$ cat config.mk
export PLATFORM = sky130hd
export DESIGN_NAME = adc_capture
export DESIGN_NICKNAME = d
export VERILOG_FILES = /design/src/rtl/adc_capture.sv
export SDC_FILE = /design/constraint.sdc
export NUM_CORES = 1
export LEC_CHECK = 0
export CAP_MARGIN = 15
export CORE_MARGIN = 3
export CORE_UTILIZATION = 44
export DETAILED_ROUTE_END_ITERATION = 8
export MAX_ROUTING_LAYER = met4
export PLACE_DENSITY = 0.66
export SLEW_MARGIN = 15
export SYNTH_ARGS = -nofsm -noshare
export SYNTH_HDL_FRONTEND = slang
export SYNTH_SLANG_ARGS = --single-unit
export TNS_END_PERCENT = 50
$ cat constraint.sdc
create_clock -name clock -period 2.3 [get_ports clock]
set_input_delay 0.46 -clock clock [delete_from_list [all_inputs] [get_ports clock]]
set_output_delay 0.46 -clock clock [all_outputs]
set_load 0.005 [all_outputs]
$ cat src/rtl/adc_capture.sv
// adc_capture: programs the LTC6912 preamp gain and reads LTC1407A
// sample pairs over a shared SPI bus paced by the clockenable tick.
module adc_capture (
  input  logic        clock,
  input  logic        resetn,
  input  logic        clockenable,
  input  logic        start,
  input  logic        gainload,
  input  logic [7:0]  gain,
  input  logic        miso,
  output logic        sck,
  output logic        mosi,
  output logic        ampcs,
  output logic        ampshdn,
  output logic        adconv,
  output logic [0:11] datos,
  output logic [0:11] datosb,
  output logic        valid,
  output logic        busy
);

  typedef enum logic [2:0] {
    S_IDLE,
    S_GAIN,
    S_GAINEND,
    S_CONV,
    S_SHIFT,
    S_DONE
  } state_e;

  state_e      state_q, state_d;
  logic [7:0]  gain_q, gain_d;
  logic        gpend_q, gpend_d;
  logic [6:0]  cnt_q, cnt_d;
  logic        sck_q, sck_d;
  logic        mosi_q, mosi_d;
  logic        ampcs_q, ampcs_d;
  logic        adconv_q, adconv_d;
  logic [13:0] cha_q, cha_d;
  logic [13:0] chb_q, chb_d;
  logic [0:11] datos_q, datos_d;
  logic [0:11] datosb_q, datosb_d;
  logic        valid_q, valid_d;
  logic        busy_q, busy_d;

  // 0-based SCK period inside a frame, and next preamp bit index
  logic [5:0]  per;
  logic [2:0]  gidx;

  assign per  = cnt_q[6:1];
  assign gidx = 3'd6 - cnt_q[3:1];

  // next-state and output decode; everything but DONE waits for a tick
  always_comb begin
    state_d  = state_q;
    gain_d   = gain_q;
    gpend_d  = gpend_q;
    cnt_d    = cnt_q;
    sck_d    = sck_q;
    mosi_d   = mosi_q;
    ampcs_d  = ampcs_q;
    adconv_d = adconv_q;
    cha_d    = cha_q;
    chb_d    = chb_q;
    datos_d  = datos_q;
    datosb_d = datosb_q;
    valid_d  = 1'b0;

    unique case (state_q)
      S_IDLE: begin
        if (clockenable) begin
          if (gpend_q) begin
            gpend_d = 1'b0;
            ampcs_d = 1'b0;
            mosi_d  = gain_q[7];
            cnt_d   = '0;
            state_d = S_GAIN;
          end else if (start) begin
            adconv_d = 1'b1;
            state_d  = S_CONV;
          end
        end
      end
      S_GAIN: begin
        if (clockenable) begin
          cnt_d = cnt_q + 7'd1;
          if (!cnt_q[0]) begin
            sck_d = 1'b1;
          end else begin
            sck_d = 1'b0;
            if (cnt_q == 7'd15) begin
              ampcs_d = 1'b1;
              mosi_d  = 1'b0;
              state_d = S_GAINEND;
            end else begin
              mosi_d = gain_q[gidx];
            end
          end
        end
      end
      S_GAINEND: begin
        if (clockenable) begin
          state_d = S_IDLE;
        end
      end
      S_CONV: begin
        if (clockenable) begin
          adconv_d = 1'b0;
          cnt_d    = '0;
          state_d  = S_SHIFT;
        end
      end
      S_SHIFT: begin
        if (clockenable) begin
          cnt_d = cnt_q + 7'd1;
          if (!cnt_q[0]) begin
            sck_d = 1'b1;
          end else begin
            sck_d = 1'b0;
            if (per >= 6'd2 && per <= 6'd15) begin
              cha_d = {cha_q[12:0], miso};
            end
            if (per >= 6'd18 && per <= 6'd31) begin
              chb_d = {chb_q[12:0], miso};
            end
            if (cnt_q == 7'd67) begin
              state_d = S_DONE;
            end
          end
        end
      end
      S_DONE: begin
        datos_d  = cha_q[13:2];
        datosb_d = chb_q[13:2];
        valid_d  = 1'b1;
        state_d  = S_IDLE;
      end
      default: begin
        state_d = S_IDLE;
      end
    endcase

    // a fresh load wins over the IDLE tick that consumes the old one
    if (gainload) begin
      gain_d  = gain;
      gpend_d = 1'b1;
    end

    busy_d = (state_d != S_IDLE);
  end

  // state and output registers; reset schedules a 0x00 preamp frame
  always_ff @(posedge clock or negedge resetn) begin
    if (!resetn) begin
      state_q  <= S_IDLE;
      gain_q   <= 8'h00;
      gpend_q  <= 1'b1;
      cnt_q    <= '0;
      sck_q    <= 1'b0;
      mosi_q   <= 1'b0;
      ampcs_q  <= 1'b1;
      adconv_q <= 1'b0;
      cha_q    <= '0;
      chb_q    <= '0;
      datos_q  <= '0;
      datosb_q <= '0;
      valid_q  <= 1'b0;
      busy_q   <= 1'b0;
    end else begin
      state_q  <= state_d;
      gain_q   <= gain_d;
      gpend_q  <= gpend_d;
      cnt_q    <= cnt_d;
      sck_q    <= sck_d;
      mosi_q   <= mosi_d;
      ampcs_q  <= ampcs_d;
      adconv_q <= adconv_d;
      cha_q    <= cha_d;
      chb_q    <= chb_d;
      datos_q  <= datos_d;
      datosb_q <= datosb_d;
      valid_q  <= valid_d;
      busy_q   <= busy_d;
    end
  end

  assign sck     = sck_q;
  assign mosi    = mosi_q;
  assign ampcs   = ampcs_q;
  assign ampshdn = 1'b0;
  assign adconv  = adconv_q;
  assign datos   = datos_q;
  assign datosb  = datosb_q;
  assign valid   = valid_q;
  assign busy    = busy_q;

endmodule

# Yosys cells after proc, flatten, opt, wreduce, memory -nomap -nowiden
# Index checks and enable logic that the tools add are counted.
dict set report classes {
  addsub 2
  order_cmp 5
  eq_ne 16
  mux 40
  reduce_logical 18
}
# operator n
set ops {}
lappend ops {{2-to-1 mux 3 bit} 11}
lappend ops {{2-to-1 mux 7 bit} 4}
lappend ops {{case mux 7 bit (3 select lines)} 1}
lappend ops {{2-to-1 mux 1 bit} 19}
lappend ops {{!= test 2 bit (second input constant)} 8}
lappend ops {{case mux 3 bit (5 select lines)} 1}
lappend ops {{AND reduction 5 bit} 3}
lappend ops {{AND reduction 4 bit} 2}
lappend ops {{nonzero test 2 bit} 4}
lappend ops {{adder 7 x 1 -> 7 bit (second input constant)} 1}
lappend ops {{== test 7 x 4 -> 1 bit (second input constant)} 1}
lappend ops {{== test 7 bit (second input constant)} 1}
lappend ops {{== test 3 x 2 -> 1 bit (second input constant)} 2}
lappend ops {{== test 3 bit (second input constant)} 2}
lappend ops {{>= comparator 6 x 2 -> 1 bit (second input constant)} 1}
lappend ops {{>= comparator 6 x 5 -> 1 bit (second input constant)} 1}
lappend ops {{<= comparator 6 x 4 -> 1 bit (second input constant)} 1}
lappend ops {{<= comparator 6 x 5 -> 1 bit (second input constant)} 1}
lappend ops {{case mux 1 bit (2 select lines)} 3}
lappend ops {{AND reduction 6 bit} 1}
lappend ops {{nonzero test 3 bit} 2}
lappend ops {{< comparator 3 x 4 -> 1 bit (second input constant)} 1}
lappend ops {{AND reduction 2 bit} 2}
lappend ops {{binary-select mux 1 bit (select 3 bit)} 1}
lappend ops {{other kinds (6)} 7}
dict set report word_totals {
  regBits 77
  inputBits 14
  out_inout_bits 31
  wordCells 95
}

# Logic depth before layout (Yosys ltp)
# Gate-level depths: netlist of run 1.
dict set report logic_depth {
  word_depth 7
  mapped_depth 6
  ltp_nobuf 6
}

# Worst setup path before layout of run 1
# OpenSTA, ideal clock, no wires.
dict set report synth_path {
  path_type {input -> register}
  from {input port clockenable}
  to {register cha_q[10]}
  setup_time_ps 125
  arrival_time_ps 1642
  t_required_ps 2175
  path_slack_ps 533
  cell_stages 5
  n_path_buf 2
  cell_sequence {buf_2 > nand2_1 > nor4_4 > buf_6 > mux2_4}
}
dict set report synth_between {
  elab_chain_len 1
}
# element line_no
set synth_lines {}
lappend synth_lines {{start: declaration} 6} ;# input logic clockenable,
lappend synth_lines {{AND reduction 4 bit (no line)} --}
lappend synth_lines {{end signal: assignment} 178} ;# cha_q <= cha_d;
lappend synth_lines {{end: declaration} 39} ;# logic [13:0] cha_q, cha_d;
# No other way between the ends.
# A chain may end at the register's enable or synchronous reset.

# Final worst setup path of run 1
dict set report layout_path {
  from {register cnt_q[0]}
  to {register busy_q (netlist: busy)}
}
dict set report layout_between {
  elab_chain_len 6
  elab_cells_between_ends 10
  classes_between {eq/ne: 2; mux: 7; reduce/logical: 1}
}
# element line_no
set layout_lines {}
lappend layout_lines {{start: declaration} 34} ;# logic [6:0] cnt_q, cnt_d;
lappend layout_lines {{start signal: assignment} 173} ;# cnt_q <= cnt_d;
lappend layout_lines {{== test 7 bit / == test 7 x 4 -> 1 bit (equally long branches)} {126, 91}}
lappend layout_lines {{2-to-1 mux 3 bit (on tied branches)} {126, 91}}
lappend layout_lines {{2-to-1 mux 3 bit (on tied branches)} {116, 87}}
lappend layout_lines {{2-to-1 mux 3 bit (on tied branches)} {114, 85}}
lappend layout_lines {{case mux 3 bit (5 select lines) *} 69} ;# unique case (state_q)
lappend layout_lines {{net state_d[0]} 31} ;# state_e state_q, state_d;
lappend layout_lines {{nonzero test 3 bit *} 149} ;# busy_d = (state_d != S_IDLE);
lappend layout_lines {{net busy_d} 44} ;# logic busy_q, busy_d;
lappend layout_lines {{end signal: assignment} 183} ;# busy_q <= busy_d;
lappend layout_lines {{end: declaration} 44}
# The timed path passes the listed nets; every way through them passes the cells marked *.

==> qor.log, run 1 <==
[sta] worst-margin pin slew 591 ps
[synthesis] total of flip-flops plus latches after synthesis 77
[drt] count of unresolved DRC violations after routing 0
[setup_path] Critical Path Sink Type flip-flop
[synthesis] cells taking the most area after synthesis sky130_fd_sc_hd__dfrtp_1, sky130_fd_sc_hd__nand2_1, sky130_fd_sc_hd__mux2_4
[die] Core Region 7410 sq um
[drt] First-pass DRT Iterations 3
[setup_path] maximum cell stage delay along the critical path 530 ps
[layout] multi-input combinational cell area 1400 sq um
[outcome] outcome completed
[layout] antenna diode count 0
[die] number of placement rows 31
[global_routing] met3 layer usage reported by global route 3.35%
[global_routing] met1 demand-to-capacity share in global routing 20.9%
[synthesis] async set-reset flop share out of synthesis 100%
[power] power density cells 743 nW/um^2
[global_routing] met2 Resource Use GR 21.9%
[drt] Via-to-Cell Ratio 5.02
[power] cell-internal power 0.00221 W
[die] top-level I/O count 45
[global_routing] vias in the first global route 2157
[global_routing] first-pass GRT wire length 10.2 mm
[drt] Total Routed Length 6.05 mm
[global_routing] most crowded layer after global routing met2
[synthesis] area share of and/or/nand/nor cells after synthesis 16.5%
[synthesis] number of nets produced by synthesis 307
[layout] leading cell type in the layout, fill and taps excluded sky130_fd_sc_hd__nand2_1
[synthesis] fraction of the mapped netlist area in compound gates 5.63%
[synthesis] top-area cell type share of the netlist area 54.5%
[power] register share of total power 51.2%
[synthesis] cell type contributing the most total cell area after synthesis sky130_fd_sc_hd__dfrtp_1
[drt] initial detailed-routing violation count 81
[synthesis] post-synthesis cell area 3440 sq um
[synthesis] fraction of the mapped netlist area in adder cells 1.09%
[synthesis] count of synthesis-stage warnings from yosys 0
[setup_path] Crit path required time 2510 ps
[global_routing] number of antenna violations at the first check in global routing 0
[setup_path] Critical Path AT 2060 ps
[layout] commonest cells after routing, fill and taps aside sky130_fd_sc_hd__nand2_1, sky130_fd_sc_hd__dfrtp_1, sky130_fd_sc_hd__clkdlybuf4s50_1
[clock_network] setup fix buffers added after clock tree synthesis 0
[layout] Total Nets Final 353
[setup_path] critical path buffer and inverter count 0
[sta] Total Neg Setup Slack 0 ps
[sta] post-layout minimum cycle time 1850 ps
[layout] sequential cell area 1930 sq um
[setup_path] reg-to-reg startpoint cnt_q[0]
[global_routing] final global-route overflow total 0
[setup_path] launch point of the worst path cnt_q[0]
[clock_network] number of buffers on the longest clock path 2
[placement] count of buffers inserted at the top-level ports 43
[setup_path] ordered cell list for the critical path ha_1 -> nor2b_1 -> a41o_1 -> o311ai_1 -> or3_1
[sta] max_slew headroom 60.6%
[synthesis] sequential cell area fraction in the yosys report 56.0%
[clock_network] level count of the clock H-tree 3
[synthesis] Post-Synthesis Cells 290
[sta] maximum clock frequency 542 MHz
[sta] final count of hold timing violations 0
[global_routing] total track usage 15.2%
[placement] global placement routability congestion 0.853
[drt] via count of the routed design 2205
[placement] Detailed Place HPWL 4.30 mm
[die] die area 8930 sq um
[sta] final setup violating endpoints 0
[synthesis] number of distinct library cells after synthesis 47
[synthesis] fraction of synthesized cell area in xor and xnor cells 1.53%
[setup_path] category of cells accounting for the largest share of critical-path delay simple AND/OR/NAND/NOR gates
[drt] average routed wire per standard cell 13.8 um
[sta] final worst path period share 80.3%
[power] portion of total power attributed to the clock network 30.4%
[setup_path] kind of launch point of the worst setup path flip-flop
[sta] Hold WS 126 ps
[layout] utilization after layout 56.3%
[power] share of total power consumed by net switching 28.5%
[layout] layout cell share with drive strength beyond 1 21.8%
[synthesis] average footprint of a synthesized cell 11.9 sq um
[setup_path] Slowest-stage cell, CP sky130_fd_sc_hd__dfrtp_1
[die] width of the die 94.5 um
[clock_network] CTS Buf Count 9
[power] Static Leakage 1.96 nW
[clock_network] root buffer cell sky130_fd_sc_hd__clkbuf_8
[sta] Final Slew Violations 0
[setup_path] Crit. path cell count 5
[power] NetSw 0.000884 W
[synthesis] Post-synth top flop sky130_fd_sc_hd__dfrtp_1
[hold_path] path category of the worst min-delay check in2async
[drt] remaining antenna violation count after routing 0
[run] Max-cap violations 0
[clock_network] post-cts resize count 0
[clock_network] worst-skew pair later-pin latency 340 ps
[clock_network] register clock-pin slew on the reported worst setup and hold paths 90 ps
[power] Comb power frac 18.4%
[clock_network] clock tree from TritonCTS done
[setup_path] largest fanout of any net on the critical path 10
[clock_network] clock tree sinks 77
[layout] fill cell instance count of the final layout 641
[clock_network] number of buffers added to fix hold violations after cts 0
[die] height of the die 94.5 um
[die] initial cell density of the core 46.5%
[power] worst vdd ir 0.463 mV
[sta] Setup Skew 12.4 ps
[layout] synth-to-layout area growth 21.0%
[setup_path] logic depth of the worst register-to-register path 5
[synthesis] multiplexer area fraction after synthesis 15.8%
[global_routing] pin count of the biggest net entering global routing 46
[sta] unrepaired setup endpoints after global routing no
[synthesis] combinational family with the most area after synthesis simple AND/OR/NAND/NOR gates
[setup_path] kind of critical path reg2reg
[synthesis] number of enable-type register cells in the synthesized netlist 0
-- layout make-up --
cell class	instances	share of cell area (%)
Multi-Input combinational cell	195	33.6
Clock buffer	11	3.63
Inverter	3	0.270
Tap cell	99	2.97
Clock inverter	4	0.781
Sequential cell	77	46.3
Timing Repair Buffer	50	12.4
-- synth_stat cells (2+ instances only) --
master and instances:
sky130_fd_sc_hd__a21oi_1 4, sky130_fd_sc_hd__a2bb2oi_1 2, sky130_fd_sc_hd__buf_2 7, sky130_fd_sc_hd__buf_4 2, sky130_fd_sc_hd__buf_6 4, sky130_fd_sc_hd__clkbuf_1 2
sky130_fd_sc_hd__dfrtp_1 75, sky130_fd_sc_hd__dfstp_2 2, sky130_fd_sc_hd__ha_1 3, sky130_fd_sc_hd__inv_1 2, sky130_fd_sc_hd__mux2_2 16, sky130_fd_sc_hd__mux2_4 20
sky130_fd_sc_hd__mux2i_1 2, sky130_fd_sc_hd__mux4_2 2, sky130_fd_sc_hd__nand2_1 85, sky130_fd_sc_hd__nand3_1 3, sky130_fd_sc_hd__nand3b_1 2, sky130_fd_sc_hd__nand4_1 2
sky130_fd_sc_hd__nor2_1 7, sky130_fd_sc_hd__nor2b_1 5, sky130_fd_sc_hd__nor3_1 3, sky130_fd_sc_hd__nor4_4 2, sky130_fd_sc_hd__o211ai_1 3, sky130_fd_sc_hd__o21ai_0 7
sky130_fd_sc_hd__or3_1 2, sky130_fd_sc_hd__xor2_1 5
-- stage by stage --
| step | setup WS (ps) | power, W | std cells | area [sq um] |
|---|---|---|---|---|
| after floorplan | 533 | 0.00200 | 290 | 3440 |
| after global placement | 182 | 0.00217 | 424 | 3980 |
| after detailed placement | 168 | 0.00219 | 424 | 3980 |
| after CTS | 431 | 0.00314 | 439 | 4170 |
| after global routing | 331 | 0.00328 | 439 | 4170 |
| final | 454 | 0.00310 | 439 | 4170 |
-- cells by family (layout without fill, tap and decap cells) --
logic type	after synthesis	after routing
muxes	40	40
buffers and inverters	18	68
adders and majority gates	3	3
DFF	77	77
AOI/OAI and AO/OA	26	26
xor gates and xnor gates	6	6
and+or+nand+nor	119	119
other	1	1
-- worst paths after layout --
check	end	slack (ps)
setup reg to reg	busy	450
hold / removal	chb_q[13]	130
setup / recovery	busy	450
hold reg to reg	datosb[7]	470
max in group asynchronous	chb_q[7]	1580
min in group clock	datosb[7]	470
-- routing by layer --
metal	vias to the layer above	wire, um
li1	1073	-
met1	1089	2920
met2	35	2880
met3	8	182
met4	0	71
met5	-	0
-- power by group through the flow --
stage | clock network (W) | registers, W | logic (W)
6_report | 0.000941 | 0.00159 | 0.000571
3_3_place_gp | 0 | 0.00161 | 0.000564
2_1_floorplan | 0 | 0.00156 | 0.000444
5_1_grt | 0.00104 | 0.00161 | 0.000636
4_1_cts | 0.000973 | 0.00159 | 0.000582
3_5_place_dp | 0 | 0.00161 | 0.000579
-- sequential cells by signal, indices dropped and copies added (netlist names), 3 cells and up --
name	count
datosb	12
cnt_q	7
cha_q	14
datos	12
state_q	3
chb_q	14
gain_q	8
Power figures use the tool's default switching activity.
==> inputs of run 2 (changes only) <==
==> constraint.sdc (replaced) <==
create_clock -name clock -period 1.7 [get_ports clock]
set_input_delay 0.34 -clock clock [delete_from_list [all_inputs] [get_ports clock]]
set_output_delay 0.34 -clock clock [all_outputs]
set_load 0.005 [all_outputs]
==> run 2 against run 1 <==
The flow now finishes with violations (negative hold slack). Clock-buffer cell count shrank 2. Via count grew 1.9%. Clock power grew 51%. Register-to-register slack lost 430 ps. Sequential power grew 31%. Die area is the same. Non-clock buffer count grew 13. Global-route usage grew 0.37 points. Largest cell class unchanged. Flip-flop and latch count is the same. Clock skew grew 3.6 ps. Final cell count grew 3.2%. Design area grew 3.4%.
==> qor.log, run 2 (synthesis gave the netlist of run 1 again) <==
[power] Static Leakage 2.04 nW
[setup_path] largest fanout of any net on the critical path 14
[drt] remaining antenna violation count after routing 0
[sta] final count of hold timing violations 13
[sta] final setup violating endpoints 0
[drt] via count of the routed design 2246
[global_routing] total track usage 15.6%
[drt] First-pass DRT Iterations 4
[global_routing] vias in the first global route 2205
[die] width of the die 94.5 um
[clock_network] clock tree sinks 77
[layout] leading cell type in the layout, fill and taps excluded sky130_fd_sc_hd__nand2_1
[clock_network] number of buffers on the longest clock path 2
[drt] initial detailed-routing violation count 101
[outcome] failing checks negative hold slack
[clock_network] register clock-pin slew on the reported worst setup and hold paths 80 ps
[setup_path] Crit path required time 1940 ps
[layout] synth-to-layout area growth 25.1%
[clock_network] CTS Buf Count 9
[die] Core Region 7410 sq um
[setup_path] kind of launch point of the worst setup path flip-flop
[layout] Total Nets Final 366
[global_routing] first-pass GRT wire length 10.4 mm
[power] worst vdd ir 0.612 mV
[layout] layout cell share with drive strength beyond 1 26.6%
[placement] count of buffers inserted at the top-level ports 43
[outcome] outcome finished with violations
[die] number of placement rows 31
[clock_network] worst-skew pair later-pin latency 360 ps
[layout] final instance area 4310 sq um
[sta] unrepaired setup endpoints after global routing yes
[clock_network] level count of the clock H-tree 3
[layout] fill cell instance count of the final layout 635
[die] initial cell density of the core 46.5%
[global_routing] number of antenna violations at the first check in global routing 0
[sta] Final Slew Violations 0
[drt] Total Routed Length 6.13 mm
[sta] final worst path period share 98.7%
[drt] average routed wire per standard cell 13.5 um
[hold_path] path category of the worst min-delay check in2async
[global_routing] final global-route overflow total 0
[run] Max-cap violations 0
[layout] leading registers by flop count cha_q (14), chb_q (14)
[setup_path] Critical Path Sink Type flip-flop
[layout] utilization after layout 58.1%
[drt] Via-to-Cell Ratio 4.96
[layout] commonest cells after routing, fill and taps aside sky130_fd_sc_hd__nand2_1, sky130_fd_sc_hd__dfrtp_1, sky130_fd_sc_hd__clkdlybuf4s50_1
[sta] post-layout minimum cycle time 1680 ps
[sta] Setup Skew 16.0 ps
[placement] Detailed Place HPWL 4.28 mm
[setup_path] kind of critical path reg2reg
[clock_network] root buffer cell sky130_fd_sc_hd__clkbuf_8
[die] die area 8930 sq um
[placement] Post-DP Area 4090 sq um
[sta] maximum clock frequency 596 MHz
[layout] antenna diode count 0
[placement] global placement routability congestion 0.782
[drt] count of unresolved DRC violations after routing 0
[die] height of the die 94.5 um
[setup_path] Critical Path AT 1910 ps
[global_routing] pin count of the biggest net entering global routing 78
[setup_path] logic depth of the worst register-to-register path 6
[power] power density cells 1050 nW/um^2
[die] top-level I/O count 45
[clock_network] clock tree from TritonCTS done
[clock_network] number of buffers added to fix hold violations after cts 0
[sta] Hold WS -25.8 ps
==> run 2: cell types whose count changed in the layout (fill, tap and decap cells not counted), moves of 2 or more <==
cell / change
sky130_fd_sc_hd__dfrtp_2: +3
sky130_fd_sc_hd__buf_4: +13
sky130_fd_sc_hd__dfrtp_1: -3
sky130_fd_sc_hd__clkbuf_8: -2
sky130_fd_sc_hd__clkinvlp_4: -2
==> run 2: worst paths after layout <==
kind,start,to,slack [ps]
worst max-delay path,cnt_q[1],cha_q[3],20
worst min-delay path,resetn,gain_q[7],-30
worst max register to register,cnt_q[1],cha_q[3],20
worst min register to register,datosb[3],datosb[3],470
max in group asynchronous,resetn,ampcs,1340
min in group clock,datosb[3],datosb[3],470
==> run 2: area by class of cell <==
cell class                 count  area, sq um  area share (%)
clock buffer                   9          124            2.88
clock inverter                 7         81.3            1.89
inverter                       3         11.3           0.261
multi-input combinational    195         1420            33.0
sequential                    77         1930            44.9
tap                           99          124            2.88
timing repair buffer          63          614            14.3
==> run 2: power by group <==
group          total, W  leakage [nW]  switching (W)  internal [W]
sequential      0.00208          1.02       0.000111       0.00197
clock           0.00142         0.106       0.000720      0.000701
combinational   0.00101         0.918       0.000459      0.000549
==> run 2: repair_timing <==
item / CTS / global route
cloned: 0 / 0
buffers inserted: 1 / 0
gates resized for setup: 1 / 3
endpoints found under the setup margin: 3 / 8
pin swaps: 1 / 1
==> run 2: metal layers <==
metal  vias up  global-route usage (%)  part of all wire, %
met5         -                       -                    0
met2        39                    22.9                   46
met1      1104                    21.0                   48
met4         0                    6.13                  1.5
li1       1093                       -                    -
met3        10                    3.59                  4.1
==> run 2: stage by stage <==
step                setup TNS [ps]  worst slack (ps)  instances  hold WS, ps  power [W]
CTS                              0              10.2        453         11.8    0.00457
detailed placement           -6870              -260        436          393    0.00313
finish                           0              22.7        453        -25.8    0.00451
global route                  -108             -26.8        453         14.8    0.00477
global placement             -6980              -262        436          391    0.00310
floorplan                    -6.89            -0.689        290         44.4    0.00275
==> run 2: critical path: stages, from the launching register on <==
cell and delay, ps:
sky130_fd_sc_hd__dfrtp_2 440, sky130_fd_sc_hd__inv_2 70, sky130_fd_sc_hd__ha_4 130, sky130_fd_sc_hd__o21bai_4 60, sky130_fd_sc_hd__nor4_4 310, sky130_fd_sc_hd__buf_12 200
sky130_fd_sc_hd__mux2_2 340
==> inputs of run 3 (changes only) <==
--- a/config.mk
+++ b/config.mk
@@ -7,10 +7,11 @@
 export LEC_CHECK = 0
 export CAP_MARGIN = 15
 export CORE_MARGIN = 3
-export CORE_UTILIZATION = 44
+export CORE_UTILIZATION = 37
 export DETAILED_ROUTE_END_ITERATION = 8
 export MAX_ROUTING_LAYER = met4
-export PLACE_DENSITY = 0.66
+export PLACE_DENSITY_LB_ADDON = 0.05
+export SKIP_CTS_REPAIR_TIMING = 1
 export SLEW_MARGIN = 15
 export SYNTH_ARGS = -nofsm -noshare
 export SYNTH_HDL_FRONTEND = slang
==> run 3 against run 2 <==
The run now ends clean. Clock skew about the same. Worst hold slack improved by 410 ps. Non-clock buffer count increased by 6. Clock power about the same. Design area increased by 1.7%. First-iteration DRC count decreased by 61%. Sequential share of layout area decreased by 0.76 points. Clock-buffer cell count unchanged. Critical path depth unchanged. Critical path type unchanged. Critical endpoint is now cha_q[1]. Largest cell class unchanged.
==> qor.log, run 3 (synthesis gave the netlist of run 1 again) <==
[outcome] outcome completed
[sta] Total Neg Setup Slack 0 ps
[die] Core Region 8890 sq um
[die] height of the die 102 um
[setup_path] ordered cell list for the critical path inv_2 -> ha_4 -> o21bai_4 -> nor4_4 -> buf_12 -> mux2_2
[sta] final worst path period share 99.1%
[sta] final critical-path setup slack 16.1 ps
[die] initial cell density of the core 38.7%
[setup_path] maximum cell stage delay along the critical path 450 ps
[clock_network] CTS Buf Count 9
[layout] Total Nets Final 372
[clock_network] number of buffers on the longest clock path 2
[power] power density cells 1040 nW/um^2
[placement] Detailed Place HPWL 4.38 mm
[drt] remaining antenna violation count after routing 0
[drt] count of unresolved DRC violations after routing 0
[setup_path] worst setup slack for register-to-register paths 20 ps
[drt] average routed wire per standard cell 13.6 um
[run] Max-cap violations 0
[sta] maximum clock frequency 594 MHz
[global_routing] vias in the first global route 2175
[clock_network] worst-skew pair later-pin latency 350 ps
[drt] First-pass DRT Iterations 4
[setup_path] category of cells accounting for the largest share of critical-path delay flip-flops
[die] number of placement rows 34
[clock_network] root buffer cell sky130_fd_sc_hd__clkbuf_8
[layout] leading cell type in the layout, fill and taps excluded sky130_fd_sc_hd__nand2_1
[hold_path] path category of the worst min-delay check in2async
[setup_path] kind of launch point of the worst setup path flip-flop
[setup_path] largest fanout of any net on the critical path 14
[placement] Post-Place Setup Slack -289 ps
[layout] synth-to-layout area growth 27.2%
[layout] layout cell share with drive strength beyond 1 27.8%
[sta] Final Slew Violations 0
[die] die area 10500 sq um
[global_routing] number of antenna violations at the first check in global routing 0
[die] width of the die 102 um
[global_routing] total track usage 13.8%
[global_routing] first-pass GRT wire length 10.8 mm
[drt] Total Routed Length 6.34 mm
[clock_network] level count of the clock H-tree 3
[power] worst vdd ir 0.522 mV
[die] top-level I/O count 45
[global_routing] pin count of the biggest net entering global routing 50
[placement] count of buffers inserted at the top-level ports 43
[sta] post-layout minimum cycle time 1680 ps
[layout] leading registers by flop count cha_q (14), chb_q (14)
[clock_network] clock tree from TritonCTS done
[global_routing] final global-route overflow total 0
[setup_path] Critical Path AT 1920 ps
[sta] final setup violating endpoints 0
[power] Static Leakage 2.08 nW
[drt] via count of the routed design 2228
[setup_path] critical path buffer and inverter count 2
[clock_network] clock tree sinks 77
[clock_network] register clock-pin slew on the reported worst setup and hold paths 90 ps
[setup_path] Crit path required time 1930 ps
[placement] global placement routability congestion 0.781
[sta] final count of hold timing violations 0
[sta] Setup Skew 15.5 ps
[layout] antenna diode count 0
[drt] Via-to-Cell Ratio 4.76
[setup_path] Slowest-stage cell, CP sky130_fd_sc_hd__dfrtp_2
[sta] unrepaired setup endpoints after global routing yes
[layout] commonest cells after routing, fill and taps aside sky130_fd_sc_hd__nand2_1, sky130_fd_sc_hd__dfrtp_1, sky130_fd_sc_hd__clkdlybuf4s50_1
[setup_path] kind of critical path reg2reg
[drt] initial detailed-routing violation count 39
[setup_path] Critical Path Sink Type flip-flop
run 3: area by class of cell:
class	count	area, sq um
clock buffer	9	124
tap	108	135
inverter	3	11.3
fill	821	4510
timing repair buffer	69	678
multi-input combinational	195	1420
clock inverter	7	81.3
sequential	77	1930
run 3: final timing paths:
path,start,endpoint,cells after the start
worst min-delay path,resetn,state_q[1],2
min in group clock,datosb[8],datosb[8],2
worst max-delay path,cnt_q[1],cha_q[1],6
worst min register to register,datosb[8],datosb[8],2
worst max register to register,cnt_q[1],cha_q[1],6
max in group asynchronous,resetn,cnt_q[2],3
run 3: per-layer routing:
layer / track usage, % / up-vias / share of wire, %
met4: 4.84 / 0 / 1.2
li1: - / 1113 / -
met5: - / - / 0
met3: 3.55 / 7 / 3.5
met2: 18.6 / 34 / 43
met1: 19.9 / 1074 / 52
run 3: per-stage QoR:
| step | std cells | total power (W) | utilization (%) | cell area (sq um) | hold slack [ps] |
|---|---|---|---|---|---|
| 5_1_grt | 468 | 0.00484 | 49.3 | 4380 | 396 |
| 3_3_place_gp | 450 | 0.00316 | 46.7 | 4150 | 215 |
| 2_1_floorplan | 290 | 0.00275 | - | 3460 | 44.4 |
| 4_1_cts | 466 | 0.00462 | 49.0 | 4360 | -172 |
| 6_report | 468 | 0.00456 | 49.3 | 4380 | 388 |
| 3_5_place_dp | 450 | 0.00316 | 46.7 | 4150 | 216 |
run 3: power by group:
part,switching (W),internal [W],leakage (nW)
Sequential,0.000113,0.00197,1.02
Combinational,0.000456,0.000581,0.962
Clock,0.000740,0.000698,0.0944
Total,0.00131,0.00325,2.08
run 3: worst reg2reg max path, delay by kind of cell, from the launching register on:
| family | cells | cell delay (ps) |
|---|---|---|
| DFF | 1 | 450 |
| AOI/OAI and AO/OA | 1 | 60 |
| muxes | 1 | 350 |
| and+or+nand+nor | 1 | 300 |
| adders and majority gates | 1 | 140 |
| buffers and inverters | 2 | 270 |
